<file path="src/rtl/fpnew_rob_wrapper_if.sv">
// Issue, FPU and in-order response bundle for fpnew_rob_wrapper.
// slave = wrapper view; master = issuer/FPU environment view.
interface fpnew_rob_wrapper_if #(
    parameter int FLEN         = 64,
    parameter int NUM_OPERANDS = 3,
    parameter int CTRL_BITS    = 16,
    parameter int TAG_WIDTH    = 4,
    parameter int DEPTH        = 4
);
    localparam int IDXW = $clog2(DEPTH);
    localparam int FTW  = IDXW + 1;

    logic                         req_valid_i;
    logic                         req_ready_o;
    logic [NUM_OPERANDS*FLEN-1:0] req_operands_i;
    logic [CTRL_BITS-1:0]         req_ctrl_i;
    logic [TAG_WIDTH-1:0]         req_tag_i;
    logic                         flush_i;

    logic                         fpu_valid_o;
    logic                         fpu_ready_i;
    logic [NUM_OPERANDS*FLEN-1:0] fpu_operands_o;
    logic [CTRL_BITS-1:0]         fpu_ctrl_o;
    logic [FTW-1:0]               fpu_tag_o;
    logic                         fpu_flush_o;

    logic                         fpu_rsp_valid_i;
    logic                         fpu_rsp_ready_o;
    logic [FLEN-1:0]              fpu_result_i;
    logic [4:0]                   fpu_status_i;
    logic [FTW-1:0]               fpu_tag_i;

    logic                         rsp_valid_o;
    logic                         rsp_ready_i;
    logic [FLEN-1:0]              rsp_result_o;
    logic [4:0]                   rsp_status_o;
    logic [TAG_WIDTH-1:0]         rsp_tag_o;

    logic [4:0]                   fflags_o;
    logic                         fflags_clr_i;
    logic [IDXW:0]                count_o;
    logic                         busy_o;
    logic                         err_o;

    modport slave (
        input  req_valid_i, req_operands_i, req_ctrl_i, req_tag_i, flush_i,
        output req_ready_o,
        output fpu_valid_o, fpu_operands_o, fpu_ctrl_o, fpu_tag_o, fpu_flush_o,
        input  fpu_ready_i,
        input  fpu_rsp_valid_i, fpu_result_i, fpu_status_i, fpu_tag_i,
        output fpu_rsp_ready_o,
        output rsp_valid_o, rsp_result_o, rsp_status_o, rsp_tag_o,
        input  rsp_ready_i,
        output fflags_o, count_o, busy_o, err_o,
        input  fflags_clr_i
    );

    modport master (
        output req_valid_i, req_operands_i, req_ctrl_i, req_tag_i, flush_i,
        input  req_ready_o,
        input  fpu_valid_o, fpu_operands_o, fpu_ctrl_o, fpu_tag_o, fpu_flush_o,
        output fpu_ready_i,
        output fpu_rsp_valid_i, fpu_result_i, fpu_status_i, fpu_tag_i,
        input  fpu_rsp_ready_o,
        input  rsp_valid_o, rsp_result_o, rsp_status_o, rsp_tag_o,
        output rsp_ready_i,
        input  fflags_o, count_o, busy_o, err_o,
        output fflags_clr_i
    );
endinterface

</file>
<file path="src/rtl/fpnew_rob_wrapper.sv">
// In-order completion ROB around an out-of-order FPnew; issue path 0 cycles, FPU result to rsp 1 cycle.
// Backpressure: req stalls when the ROB is full or the FPU stalls; rsp holds the head entry until popped.
module fpnew_rob_wrapper #(
    parameter int FLEN         = 64,
    parameter int NUM_OPERANDS = 3,
    parameter int CTRL_BITS    = 16,
    parameter int TAG_WIDTH    = 4,
    parameter int DEPTH        = 4
) (
    input  logic                 clk_i,
    input  logic                 rst_i,
    fpnew_rob_wrapper_if.slave   bus
);
    localparam int IDXW = $clog2(DEPTH);
    localparam int CW   = IDXW + 1;

    typedef struct packed {
        logic [TAG_WIDTH-1:0] utag;
        logic [FLEN-1:0]      result;
        logic [4:0]           status;
    } rob_dat_t;

    logic [DEPTH-1:0] alloc_q;
    logic [DEPTH-1:0] done_q;
    rob_dat_t         dat_q [DEPTH];
    logic [IDXW-1:0]  head_q;
    logic [IDXW-1:0]  tail_q;
    logic [CW-1:0]    count_q;
    logic             epoch_q;
    logic [4:0]       fflags_q;
    logic             err_q;

    logic            full;
    logic            alloc_fire;
    logic            pop;
    logic            rsp_vld;
    logic [IDXW-1:0] rsp_slot;
    logic            rsp_epoch_ok;
    logic            rsp_hit;
    logic            rsp_err;

    assign full       = (count_q == CW'(DEPTH));
    assign alloc_fire = bus.req_valid_i & bus.req_ready_o;

    assign bus.fpu_valid_o    = bus.req_valid_i & ~full & ~bus.flush_i;
    assign bus.req_ready_o    = bus.fpu_ready_i & ~full & ~bus.flush_i;
    assign bus.fpu_operands_o = bus.req_operands_i;
    assign bus.fpu_ctrl_o     = bus.req_ctrl_i;
    assign bus.fpu_tag_o      = {epoch_q, tail_q};
    assign bus.fpu_flush_o    = bus.flush_i;
    assign bus.fpu_rsp_ready_o = 1'b1;

    // Stale-epoch responses belong to ops killed by a flush and vanish quietly;
    // a current-epoch response to a free slot is a protocol error.
    assign rsp_slot     = bus.fpu_tag_i[IDXW-1:0];
    assign rsp_epoch_ok = (bus.fpu_tag_i[IDXW] == epoch_q);
    assign rsp_hit      = bus.fpu_rsp_valid_i & ~bus.flush_i & rsp_epoch_ok & alloc_q[rsp_slot];
    assign rsp_err      = bus.fpu_rsp_valid_i & ~bus.flush_i & rsp_epoch_ok & ~alloc_q[rsp_slot];

    assign rsp_vld          = (count_q != '0) & done_q[head_q] & ~bus.flush_i;
    assign pop              = rsp_vld & bus.rsp_ready_i;
    assign bus.rsp_valid_o  = rsp_vld;
    assign bus.rsp_result_o = dat_q[head_q].result;
    assign bus.rsp_status_o = dat_q[head_q].status;
    assign bus.rsp_tag_o    = dat_q[head_q].utag;

    assign bus.fflags_o = fflags_q;
    assign bus.count_o  = count_q;
    assign bus.busy_o   = (count_q != '0);
    assign bus.err_o    = err_q;

    always_ff @(posedge clk_i or posedge rst_i) begin
        if (rst_i) begin
            alloc_q  <= '0;
            done_q   <= '0;
            head_q   <= '0;
            tail_q   <= '0;
            count_q  <= '0;
            epoch_q  <= 1'b0;
            fflags_q <= '0;
            err_q    <= 1'b0;
            for (int i = 0; i < DEPTH; i++) begin
                dat_q[i] <= '0;
            end
        end else begin
            // A clear loses to a coincident pop so that pop's flags are not lost.
            if (bus.fflags_clr_i) begin
                fflags_q <= pop ? dat_q[head_q].status : 5'b0;
            end else if (pop) begin
                fflags_q <= fflags_q | dat_q[head_q].status;
            end
            if (rsp_err) begin
                err_q <= 1'b1;
            end

            if (bus.flush_i) begin
                alloc_q <= '0;
                done_q  <= '0;
                head_q  <= '0;
                tail_q  <= '0;
                count_q <= '0;
                epoch_q <= ~epoch_q;
            end else begin
                if (rsp_hit) begin
                    done_q[rsp_slot]        <= 1'b1;
                    dat_q[rsp_slot].result  <= bus.fpu_result_i;
                    dat_q[rsp_slot].status  <= bus.fpu_status_i;
                end
                if (alloc_fire) begin
                    alloc_q[tail_q]    <= 1'b1;
                    done_q[tail_q]     <= 1'b0;
                    dat_q[tail_q].utag <= bus.req_tag_i;
                    tail_q             <= tail_q + IDXW'(1);
                end
                if (pop) begin
                    alloc_q[head_q] <= 1'b0;
                    done_q[head_q]  <= 1'b0;
                    head_q          <= head_q + IDXW'(1);
                end
                count_q <= count_q + CW'(alloc_fire) - CW'(pop);
            end
        end
    end
endmodule

</file>
<file path="src/flat_wrapper.sv">
// flat-port wrapper written by rule: the top's interface ports become plain ports
module fpnew_rob_wrapper_flat 
#(
    parameter int FLEN         = 64,
    parameter int NUM_OPERANDS = 3,
    parameter int CTRL_BITS    = 16,
    parameter int TAG_WIDTH    = 4,
    parameter int DEPTH        = 4
)
  (clk_i, rst_i, bus_req_valid_i, bus_req_operands_i, bus_req_ctrl_i, bus_req_tag_i, bus_flush_i, bus_req_ready_o, bus_fpu_valid_o, bus_fpu_operands_o, bus_fpu_ctrl_o, bus_fpu_tag_o, bus_fpu_flush_o, bus_fpu_ready_i, bus_fpu_rsp_valid_i, bus_fpu_result_i, bus_fpu_status_i, bus_fpu_tag_i, bus_fpu_rsp_ready_o, bus_rsp_valid_o, bus_rsp_result_o, bus_rsp_status_o, bus_rsp_tag_o, bus_rsp_ready_i, bus_fflags_o, bus_count_o, bus_busy_o, bus_err_o, bus_fflags_clr_i);
  fpnew_rob_wrapper_if #(.FLEN(FLEN), .NUM_OPERANDS(NUM_OPERANDS), .CTRL_BITS(CTRL_BITS), .TAG_WIDTH(TAG_WIDTH), .DEPTH(DEPTH)) bus_i ();
  input  logic clk_i;
  input  logic rst_i;
  input wire logic [$bits(bus_i.req_valid_i)-1:0] bus_req_valid_i;
  input wire logic [$bits(bus_i.req_operands_i)-1:0] bus_req_operands_i;
  input wire logic [$bits(bus_i.req_ctrl_i)-1:0] bus_req_ctrl_i;
  input wire logic [$bits(bus_i.req_tag_i)-1:0] bus_req_tag_i;
  input wire logic [$bits(bus_i.flush_i)-1:0] bus_flush_i;
  output wire logic [$bits(bus_i.req_ready_o)-1:0] bus_req_ready_o;
  output wire logic [$bits(bus_i.fpu_valid_o)-1:0] bus_fpu_valid_o;
  output wire logic [$bits(bus_i.fpu_operands_o)-1:0] bus_fpu_operands_o;
  output wire logic [$bits(bus_i.fpu_ctrl_o)-1:0] bus_fpu_ctrl_o;
  output wire logic [$bits(bus_i.fpu_tag_o)-1:0] bus_fpu_tag_o;
  output wire logic [$bits(bus_i.fpu_flush_o)-1:0] bus_fpu_flush_o;
  input wire logic [$bits(bus_i.fpu_ready_i)-1:0] bus_fpu_ready_i;
  input wire logic [$bits(bus_i.fpu_rsp_valid_i)-1:0] bus_fpu_rsp_valid_i;
  input wire logic [$bits(bus_i.fpu_result_i)-1:0] bus_fpu_result_i;
  input wire logic [$bits(bus_i.fpu_status_i)-1:0] bus_fpu_status_i;
  input wire logic [$bits(bus_i.fpu_tag_i)-1:0] bus_fpu_tag_i;
  output wire logic [$bits(bus_i.fpu_rsp_ready_o)-1:0] bus_fpu_rsp_ready_o;
  output wire logic [$bits(bus_i.rsp_valid_o)-1:0] bus_rsp_valid_o;
  output wire logic [$bits(bus_i.rsp_result_o)-1:0] bus_rsp_result_o;
  output wire logic [$bits(bus_i.rsp_status_o)-1:0] bus_rsp_status_o;
  output wire logic [$bits(bus_i.rsp_tag_o)-1:0] bus_rsp_tag_o;
  input wire logic [$bits(bus_i.rsp_ready_i)-1:0] bus_rsp_ready_i;
  output wire logic [$bits(bus_i.fflags_o)-1:0] bus_fflags_o;
  output wire logic [$bits(bus_i.count_o)-1:0] bus_count_o;
  output wire logic [$bits(bus_i.busy_o)-1:0] bus_busy_o;
  output wire logic [$bits(bus_i.err_o)-1:0] bus_err_o;
  input wire logic [$bits(bus_i.fflags_clr_i)-1:0] bus_fflags_clr_i;
  assign bus_i.req_valid_i = bus_req_valid_i;
  assign bus_i.req_operands_i = bus_req_operands_i;
  assign bus_i.req_ctrl_i = bus_req_ctrl_i;
  assign bus_i.req_tag_i = bus_req_tag_i;
  assign bus_i.flush_i = bus_flush_i;
  assign bus_req_ready_o = bus_i.req_ready_o;
  assign bus_fpu_valid_o = bus_i.fpu_valid_o;
  assign bus_fpu_operands_o = bus_i.fpu_operands_o;
  assign bus_fpu_ctrl_o = bus_i.fpu_ctrl_o;
  assign bus_fpu_tag_o = bus_i.fpu_tag_o;
  assign bus_fpu_flush_o = bus_i.fpu_flush_o;
  assign bus_i.fpu_ready_i = bus_fpu_ready_i;
  assign bus_i.fpu_rsp_valid_i = bus_fpu_rsp_valid_i;
  assign bus_i.fpu_result_i = bus_fpu_result_i;
  assign bus_i.fpu_status_i = bus_fpu_status_i;
  assign bus_i.fpu_tag_i = bus_fpu_tag_i;
  assign bus_fpu_rsp_ready_o = bus_i.fpu_rsp_ready_o;
  assign bus_rsp_valid_o = bus_i.rsp_valid_o;
  assign bus_rsp_result_o = bus_i.rsp_result_o;
  assign bus_rsp_status_o = bus_i.rsp_status_o;
  assign bus_rsp_tag_o = bus_i.rsp_tag_o;
  assign bus_i.rsp_ready_i = bus_rsp_ready_i;
  assign bus_fflags_o = bus_i.fflags_o;
  assign bus_count_o = bus_i.count_o;
  assign bus_busy_o = bus_i.busy_o;
  assign bus_err_o = bus_i.err_o;
  assign bus_i.fflags_clr_i = bus_fflags_clr_i;
  fpnew_rob_wrapper #(.FLEN(FLEN), .NUM_OPERANDS(NUM_OPERANDS), .CTRL_BITS(CTRL_BITS), .TAG_WIDTH(TAG_WIDTH), .DEPTH(DEPTH)) u_core (.clk_i(clk_i), .rst_i(rst_i), .bus(bus_i));
endmodule
</file>
<file path="config.mk">
export PLATFORM = sky130hd
export DESIGN_NAME = fpnew_rob_wrapper_flat
export DESIGN_NICKNAME = d
export VERILOG_FILES = /design/src/rtl/fpnew_rob_wrapper_if.sv /design/src/rtl/fpnew_rob_wrapper.sv /design/src/flat_wrapper.sv
export SDC_FILE = /design/constraint.sdc
export NUM_CORES = 1
export LEC_CHECK = 0
export BUFFER_PORTS_ARGS = -buffer_cell sky130_fd_sc_hd__buf_2
export CORE_ASPECT_RATIO = 0.9
export CORE_UTILIZATION = 23
export CTS_BUF_LIST = sky130_fd_sc_hd__clkbuf_8 sky130_fd_sc_hd__clkbuf_16
export DETAILED_ROUTE_END_ITERATION = 8
export PLACE_DENSITY = 0.5
export SLEW_MARGIN = 20
export SYNTH_ARGS = -nofsm -noshare
export SYNTH_HDL_FRONTEND = slang
export SYNTH_SLANG_ARGS = --single-unit
export TNS_END_PERCENT = 50
</file>
<file path="constraint.sdc">
create_clock -name clk_i -period 11.6 [get_ports clk_i]
set_input_delay 0.58 -clock clk_i [delete_from_list [all_inputs] [get_ports clk_i]]
set_output_delay 0.58 -clock clk_i [all_outputs]
set_load 0.02 [all_outputs]
</file>
==> results.py, run 1 <==
metrics = {
    "grt": {
        "grt_usage_pct": 10.3,
        "antenna_found_initial": 6,
        "grt_overflow": 0,
        "grt_max_degree": 154,
        "grt_pass1_wl_mm": 55.5,
        "grt_pass1_vias": 8886,
    },
    "clock_tree": {
        "clock_latency_ps": 540,
        "cts_tree": "yes",
        "ctsHtreeMaxLevel": 2,
        "clockRootBuffer": "clkbuf_16",
        "clk_pin_slew_ps": 60,
        "clockBufferDepth": 3,
        "cts_made_buffers": 38,
        "clock-sinks": 314,
        "ctsHoldBuffers": 0,
        "cts_resized": 0,
        "postCtsSetupBuffers": 0,
    },
    "hold_path": {
        "hold_class": "primary input to asynchronous set/reset pin",
    },
    "sta": {
        "max_freq_ghz": 0.267,
        "fin_crit_ps": 3740,
        "hold_viol": 0,
        "setup_violations": 0,
        "tightest_slew_ps": 1000,
        "tns_ps": 0,
        "rsz0062_at_grt": "no",
        "drv_slew": 0,
        "fin_crit_sh_pct": 32.3,
        "finClkSkew_ps": 11.0,
        "fin_ws_ps": 7860,
        "slew_headroom_pct": 33.0,
    },
    "outcome": {
        "outcome": "finished, final reports clean",
    },
    "place": {
        "place_congestion": 0.681,
        "post_dp_cell_area_um2": 15900,
        "hpwl_mm": 22.8,
        "io_buffers": 173,
        "pre_cts_slack_ps": 8200,
    },
    "setup_path": {
        "start_kind": "flop",
        "cp-end-kind": "output port",
        "path_cells": "buf_4, mux4_2, buf_2",
        "critical_path_class": "flop to output port",
        "reg2reg_slack_ps": 8330,
        "cp.arrival_ps": 3160,
        "reg2reg_depth": 9,
        "cpPeakStageDelay_ps": 920,
        "critPathRequiredTime_ps": 11020,
        "slowest_stage": "dfrtp_4",
        "cp_max_fo": 44,
    },
    "logic_synthesis": {
        "synth-edff-count": 0,
        "synth_area_um2": 15700,
        "syn_avg_cell_area_um2": 15.1,
        "syn_inst": 1036,
        "ys.flop_type": "dfrtp_1",
        "ys_warn_count": 0,
        "synth_fp_nets": 1339,
        "synth_async_sr_flop_share_pct": 100,
        "synth_seq_cells": 314,
        "synth.distinct_cells": 48,
        "synth_seq_area_share_pct": 50.2,
    },
    "die": {
        "start_util_pct": 23.3,
        "core_area_um2": 67200,
        "num_io_pins": 591,
        "dieArea_um2": 69100,
        "die_width_um": 277,
        "row_count": 90,
        "die_h_um": 250,
    },
    "finish": {
        "final_cell_mix": "dfrtp_1, mux2_2, buf_2",
        "areaGrowthSynthToFinish_pct": 9.46,
        "final_util_pct": 25.5,
        "fin_area_um2": 17100,
        "nets": 1296,
        "drive_gt1_share_pct": 58.6,
        "final_common_cell": "dfrtp_1",
    },
    "job": {
        "cap_violations": 0,
    },
    "drt": {
        "drt-vias-per-instance": 4.28,
        "drt_iter0_markers": 323,
        "wl_per_cell_um": 18.8,
        "route.detailed.drc": 0,
        "drt-total-wl_mm": 35.7,
        "postRouteAntennaNets": 0,
        "firstDrtPassIters": 4,
        "num_vias": 8099,
    },
    "power": {
        "cellPowerDensity_nw_per_um2": 158,
        "p_leak_nw": 8.45,
        "ir_worst_vdd_mv": 0.109,
    },
}
-- cell type report --
class	count	area, um2
antenna	1	2.50
tap	874	1090
clock inverter	18	191
fill	6844	50100
clock buffer	48	1100
multi-input combinational	443	5880
timing repair buffer	184	961
inverter	12	52.6
sequential	314	7870
-- cell families (layout without fill, tap and decap cells) --
family | Yosys count | count (layout) | share of synthesized area (%)
AOI/OAI and AO/OA | 26 | 26 | 1.31
and+or+nand+nor | 32 | 32 | 1.33
adders and majority gates | 11 | 11 | 0.927
buffers and inverters | 279 | 262 | 12.4
other | 1 | 2 | 0.0239
DFF | 314 | 314 | 50.2
muxes | 369 | 369 | 33.6
xor gates and xnor gates | 4 | 4 | 0.224
-- final timing paths --
check,startpoint,to
max in group asynchronous,rst_i,u_core.dat_q[177]$_DFFE_PP0P_
hold reg to reg,u_core.bus.err_o$_DFFE_PP0P_,u_core.bus.err_o$_DFFE_PP0P_
setup / recovery,u_core.head_q[1]$_DFFE_PP0P_,bus_rsp_result_o[47]
min in group clk_i,bus_fpu_result_i[33],u_core.dat_q[38]$_DFFE_PP0P_
setup reg to reg,u_core.head_q[0]$_DFFE_PP0P_,u_core.bus.count_o[2]$_DFF_PP0_
hold / removal,rst_i,u_core.dat_q[138]$_DFFE_PP0P_
-- flip-flops by register name, indices dropped and copies added, names as in the netlist --
| signal | cells |
|---|---|
| u_core.bus.count_o | 3 |
| u_core.tail_q | 2 |
| u_core.epoch_q | 1 |
| u_core.head_q | 2 |
| u_core.bus.err_o | 1 |
| u_core.bus.fflags_o | 5 |
| u_core.dat_q | 292 |
| u_core.alloc_q | 4 |
| u_core.done_q | 4 |
-- critical path: cells and delay by family (launching register included) --
kind | cells | cell delay, ps
buf+inv | 2 | 1010
mux | 1 | 630
flops | 1 | 920
-- where the power goes --
group | total [W] | switching [W] | internal [W]
clock network | 0.00123 | 0.000472 | 0.000755
registers | 0.00119 | 0.0000330 | 0.00116
logic | 0.000289 | 0.000148 | 0.000141
total | 0.00270 | 0.000653 | 0.00205
-- cell usage after synthesis (2+ instances only) --
cell      number  area share (%)
buf_4        211              10
ha_1          10            0.80
o21a_1         2           0.096
inv_1         12            0.29
clkbuf_1      12            0.29
nor2_1         5            0.12
a31o_2         2            0.11
o31ai_1        2           0.096
mux4_2        75              11
and3b_1        2            0.11
nand2_1        2           0.048
a22o_1         5            0.28
nand4_1        5            0.20
a31oi_1        3            0.12
mux2_4        69             6.6
nor2b_1        2           0.080
mux2_1        26             1.9
buf_2         33             1.1
mux2_2       198              14
xor2_1         3            0.17
and4_1         3            0.17
nand3_1        2           0.064
o211a_1        3            0.19
nor3_1         2           0.064
a21oi_1        3           0.096
dfrtp_1      314              50
buf_6          9            0.65
-- metrics by stage --
stage / power [W] / instances / hold slack (ps)
global placement: 0.00150 / 1827 / 462
CTS: 0.00276 / 1893 / 174
detailed placement: 0.00150 / 1827 / 452
finish: 0.00270 / 1894 / 144
floorplan: 0.00151 / 1036 / 452
global route: 0.00283 / 1893 / 201
-- layer usage --
layer / vias up / routed length, um / track usage, %
li1: 3421 / - / -
met1: 4292 / 15900 / 13.3
met2: 303 / 15700 / 15.1
met3: 71 / 3230 / 4.77
met4: 12 / 813 / 3.35
met5: - / 138 / 1.25
Power figures use the tool's default switching activity.
==> run 2, diff against run 1 <==
==> constraint.sdc (replaced) <==
create_clock -name clk_i -period 3.6 [get_ports clk_i]
set_input_delay 0.18 -clock clk_i [delete_from_list [all_inputs] [get_ports clk_i]]
set_output_delay 0.18 -clock clk_i [all_outputs]
set_load 0.02 [all_outputs]
==> results.py, run 2 (synthesized netlist as in run 1, its figures left out) <==
metrics = {
    "clock_tree": {
        "ctsHoldBuffers": 80,
        "clk_pin_slew_ps": 60,
        "clockRootBuffer": "clkbuf_16",
        "clockBufferDepth": 3,
        "ctsHtreeMaxLevel": 2,
        "clock-sinks": 314,
        "cts_resized": 0,
        "cts_tree": "yes",
        "postCtsSetupBuffers": 0,
        "clock_latency_ps": 540,
        "cts_made_buffers": 39,
    },
    "sta": {
        "tightest_slew_ps": 816,
        "tns_ps": 0,
        "fin_crit_ps": 3280,
        "setup_violations": 0,
        "slew_headroom_pct": 45.6,
        "fin_crit_sh_pct": 91.1,
        "drv_slew": 0,
        "max_freq_ghz": 0.305,
        "finClkSkew_ps": 21.9,
        "timing.hold.ws_ps": 139,
        "rsz0062_at_grt": "no",
        "hold_viol": 0,
    },
    "setup_path": {
        "start_kind": "flop",
        "slowest_stage": "buf_4",
        "cp-end-kind": "output port",
        "r2r_start": "u_core.epoch_q$_DFFE_PP0P_",
        "reg2reg_depth": 4,
        "critical_path_class": "flop to output port",
        "cpPeakStageDelay_ps": 740,
        "path_cells": "buf_4, buf_4, mux4_2, buf_2",
        "cp_common_cell": "buf_4",
        "worstReg2RegEnd": "u_core.dat_q[277]$_DFFE_PP0P_",
        "critPathTopFamily": "buffers and inverters",
        "critPathRequiredTime_ps": 3420,
        "cp_max_fo": 41,
        "cp.arrival_ps": 3100,
        "crit_buf_inv": 3,
        "reg2reg_slack_ps": 1030,
    },
    "job": {
        "cap_violations": 0,
    },
    "grt": {
        "antenna_found_initial": 4,
        "grt_overflow": 0,
        "grt_usage_pct": 10.6,
        "grt_pass1_wl_mm": 57.1,
        "grt_max_degree": 116,
        "grt_pass1_vias": 9146,
    },
    "finish": {
        "fillers": 6824,
        "final_cell_mix": "dfrtp_1, mux2_2, buf_2",
        "drive_gt1_share_pct": 54.6,
        "largest_reg_flops": 292,
        "top_register": "u_core.dat_q",
        "nets": 1380,
        "areaGrowthSynthToFinish_pct": 15.6,
        "final_common_cell": "dfrtp_1",
        "final_cells": 1981,
    },
    "die": {
        "dieArea_um2": 69100,
        "row_count": 90,
        "core_area_um2": 67200,
        "die_width_um": 277,
        "start_util_pct": 23.3,
        "num_io_pins": 591,
        "die_h_um": 250,
    },
    "power": {
        "p_total_w": 0.00902,
        "ir_worst_vdd_mv": 0.234,
        "cellPowerDensity_nw_per_um2": 498,
        "p_leak_nw": 8.85,
    },
    "outcome": {
        "outcome": "finished, final reports clean",
    },
    "place": {
        "hpwl_mm": 22.7,
        "io_buffers": 173,
        "placed_cells": 1830,
        "place_congestion": 0.692,
    },
    "hold_path": {
        "worstHoldStart": "bus_fpu_tag_i[0]",
        "hold_class": "primary input to flop",
        "worstHoldPathCells": 3,
        "whs_endpoint": "u_core.bus.err_o$_DFFE_PP0P_",
    },
    "drt": {
        "num_vias": 8373,
        "drt-vias-per-instance": 4.23,
        "route.detailed.drc": 0,
        "postRouteAntennaNets": 0,
        "drt-total-wl_mm": 36.5,
        "firstDrtPassIters": 4,
        "wl_per_cell_um": 18.4,
        "drt_iter0_markers": 324,
    },
}
run 2: changes by cell type in the layout (fill, tap and decap cells not counted):
cell | before | now
dlygate4sd3_1 | 0 | 80
clkinv_4 | 0 | 2
bufinv_16 | 4 | 5
clkbuf_16 | 39 | 41
buf_4 | 10 | 9
clkinv_2 | 5 | 4
buf_12 | 1 | 5
clkinvlp_4 | 2 | 3
inv_8 | 1 | 0
run 2: worst max-delay path by stage:
stage	cells after the start	endpoint	slack [ps]	from
2_1_floorplan	1	u_core.alloc_q[0]$_DFF_PP0_	-760	rst_i
3_3_place_gp	4	bus_rsp_result_o[59]	840	u_core.head_q[0]$_DFFE_PP0P_
3_5_place_dp	4	bus_rsp_result_o[53]	830	u_core.head_q[0]$_DFFE_PP0P_
4_1_cts	4	bus_rsp_result_o[53]	230	u_core.head_q[0]$_DFFE_PP0P_
5_1_grt	4	bus_rsp_result_o[62]	150	u_core.head_q[0]$_DFFE_PP0P_
6_report	4	bus_rsp_result_o[53]	320	u_core.head_q[0]$_DFFE_PP0P_
run 2: cell type report:
cell class,instances,area (um2),area share (%)
flip-flops and latches,314,7870,43.4
multi-input cells,443,5880,32.5
repair buffers,267,1830,10.1
clock buffers,50,1150,6.35
well taps,874,1090,6.04
clock inverters,20,234,1.29
inverters,12,48.8,0.270
diodes,1,2.50,0.0138
run 2: where the power goes:
group	leakage, nW	internal [W]	switching (W)
sequential	4.33	0.00372	0.000108
combinational	3.82	0.000513	0.000489
clock	0.701	0.00261	0.00158
run 2: through the flow:
stage	instance area [um2]	setup WS (ps)	util (%)
floorplan	15700	-763	-
global placement	15900	838	23.7
detailed placement	15900	828	23.7
CTS	18100	231	26.9
global route	18100	146	26.9
finish	18100	322	26.9
run 2: routing by layer:
| metal | global-route usage [%] | part of all wire (%) | routed length (um) | vias to the layer above |
|---|---|---|---|---|
| li1 | - | - | - | 3582 |
| met1 | 13.9 | 46 | 16700 | 4390 |
| met2 | 15.5 | 43 | 15700 | 298 |
| met3 | 4.42 | 8.1 | 2950 | 93 |
| met4 | 3.84 | 3.0 | 1090 | 10 |
| met5 | 0.901 | 0.34 | 125 | - |
run 2: worst min-delay path: cells and delay by family:
family          cells  cell delay [ps]
compound gates      1               60
buf+inv             1              160
mux                 1              230
==> run 3, diff against run 2 <==
--- a/config.mk
+++ b/config.mk
@@ -6,11 +6,11 @@
 export NUM_CORES = 1
 export LEC_CHECK = 0
 export BUFFER_PORTS_ARGS = -buffer_cell sky130_fd_sc_hd__buf_2
-export CORE_ASPECT_RATIO = 0.9
-export CORE_UTILIZATION = 23
+export CORE_AREA = 2 2 228 230
 export CTS_BUF_LIST = sky130_fd_sc_hd__clkbuf_8 sky130_fd_sc_hd__clkbuf_16
 export DETAILED_ROUTE_END_ITERATION = 8
-export PLACE_DENSITY = 0.5
+export DIE_AREA = 0 0 230 232
+export PLACE_DENSITY = 0.6
 export SLEW_MARGIN = 20
 export SYNTH_ARGS = -nofsm -noshare
 export SYNTH_HDL_FRONTEND = slang
==> results.py, run 3 (synthesized netlist as in run 1, its figures left out) <==
metrics = {
    "outcome": {
        "outcome": "finished, final reports clean",
    },
    "setup_path": {
        "critPathRequiredTime_ps": 3420,
        "reg2reg_depth": 9,
        "critical_path_class": "flop to output port",
        "cp.arrival_ps": 2630,
        "worstReg2RegEnd": "u_core.bus.count_o[2]$_DFF_PP0_",
        "cp-end-kind": "output port",
        "r2r_start": "u_core.head_q[0]$_DFFE_PP0P_",
        "cp_max_fo": 45,
        "reg2reg_slack_ps": 1050,
        "start_kind": "flop",
    },
    "drt": {
        "drt_iter0_markers": 331,
        "route.detailed.drc": 0,
        "drt-total-wl_mm": 36.8,
        "num_vias": 8403,
        "postRouteAntennaNets": 0,
        "wl_per_cell_um": 20.5,
        "drt-vias-per-instance": 4.69,
        "firstDrtPassIters": 4,
    },
    "die": {
        "die_h_um": 232,
        "start_util_pct": 30.8,
        "core_area_um2": 50900,
        "row_count": 83,
        "die_width_um": 230,
        "num_io_pins": 591,
        "dieArea_um2": 53400,
    },
    "clock_tree": {
        "ctsHtreeMaxLevel": 2,
        "clock-sinks": 314,
        "clockRootBuffer": "clkbuf_16",
        "postCtsSetupBuffers": 0,
        "cts_made_buffers": 38,
        "clockBufferDepth": 3,
        "clk_pin_slew_ps": 60,
        "ctsHoldBuffers": 79,
        "clock_latency_ps": 550,
        "cts_resized": 0,
        "cts_tree": "yes",
    },
    "place": {
        "hpwl_mm": 23.7,
        "place_congestion": 0.722,
        "io_buffers": 173,
        "pre_cts_slack_ps": 1040,
        "placed_cells": 1644,
    },
    "finish": {
        "final_common_cell": "dfrtp_1",
        "drive_gt1_share_pct": 54.9,
        "top_register": "u_core.dat_q",
        "fillers": 4941,
        "final_cells": 1793,
        "largest_reg_flops": 292,
        "nets": 1387,
        "areaGrowthSynthToFinish_pct": 14.0,
        "final_cell_mix": "dfrtp_1, mux2_2, buf_2",
    },
    "power": {
        "p_leak_nw": 8.86,
        "p_total_w": 0.00872,
        "cellPowerDensity_nw_per_um2": 488,
        "ir_worst_vdd_mv": 0.417,
    },
    "grt": {
        "grt_pass1_vias": 9377,
        "grt_overflow": 0,
        "grt_usage_pct": 13.8,
        "grt_max_degree": 85,
        "grt_pass1_wl_mm": 56.8,
        "antenna_found_initial": 1,
    },
    "sta": {
        "rsz0062_at_grt": "no",
        "setup_violations": 0,
        "fin_crit_sh_pct": 78.2,
        "fin_ws_ps": 786,
        "timing.hold.ws_ps": 47.7,
        "slew_headroom_pct": 36.0,
        "tns_ps": 0,
        "max_freq_ghz": 0.355,
        "finClkSkew_ps": 12.0,
        "hold_viol": 0,
        "drv_slew": 0,
        "tightest_slew_ps": 961,
        "fin_crit_ps": 2810,
    },
    "hold_path": {
        "whs_endpoint": "u_core.bus.fflags_o[4]$_DFFE_PP0P_",
        "hold_class": "primary input to flop",
        "worstHoldPathCells": 3,
        "worstHoldStart": "bus_fflags_clr_i",
    },
    "job": {
        "cap_violations": 0,
    },
}
-- run 3: worst max path at each step --
| stage | from | slack, ps | cells past startpoint | endpoint |
|---|---|---|---|---|
| after floorplan | rst_i | -760 | 1 | u_core.alloc_q[0]$_DFF_PP0_ |
| after global placement | u_core.head_q[0]$_DFFE_PP0P_ | 1090 | 9 | u_core.bus.count_o[2]$_DFF_PP0_ |
| after detailed placement | u_core.head_q[0]$_DFFE_PP0P_ | 1040 | 9 | u_core.bus.count_o[2]$_DFF_PP0_ |
| after CTS | u_core.head_q[1]$_DFFE_PP0P_ | 700 | 3 | bus_rsp_result_o[38] |
| after global routing | u_core.head_q[1]$_DFFE_PP0P_ | 630 | 3 | bus_rsp_result_o[38] |
| final | u_core.head_q[1]$_DFFE_PP0P_ | 790 | 3 | bus_rsp_result_o[38] |
-- run 3: metal layers --
layer / track usage, % / routed length, um
met5: 0.184 / 0
met4: 6.01 / 1460
met3: 5.26 / 3080
met2: 22.3 / 17600
met1: 16.3 / 14700
-- run 3: cell type report --
class / count / area [um2] / area share (%)
diodes: 1 / 2.50 / 0.0140
well taps: 680 / 851 / 4.76
multi-input cells: 443 / 5880 / 32.9
flip-flops and latches: 314 / 7870 / 44.0
repair buffers: 275 / 1920 / 10.7
clock buffers: 46 / 1060 / 5.94
clock inverters: 22 / 234 / 1.31
inverters: 12 / 48.8 / 0.273
-- run 3: power by group --
group,switching (W),internal (W)
Clock,0.00154,0.00233
Combinational,0.000493,0.000519
Sequential,0.000108,0.00373
-- run 3: metrics by stage --
step,utilization (%),area (um2)
after floorplan,-,15700
after global placement,30.9,15700
after detailed placement,30.9,15700
after CTS,35.0,17800
after global routing,35.1,17900
final,35.1,17900
-- run 3: worst max-delay path: stages (launching register included) --
cell     delay (ps)
dfrtp_4         480
buf_4           730
mux4_2          620
buf_2           180
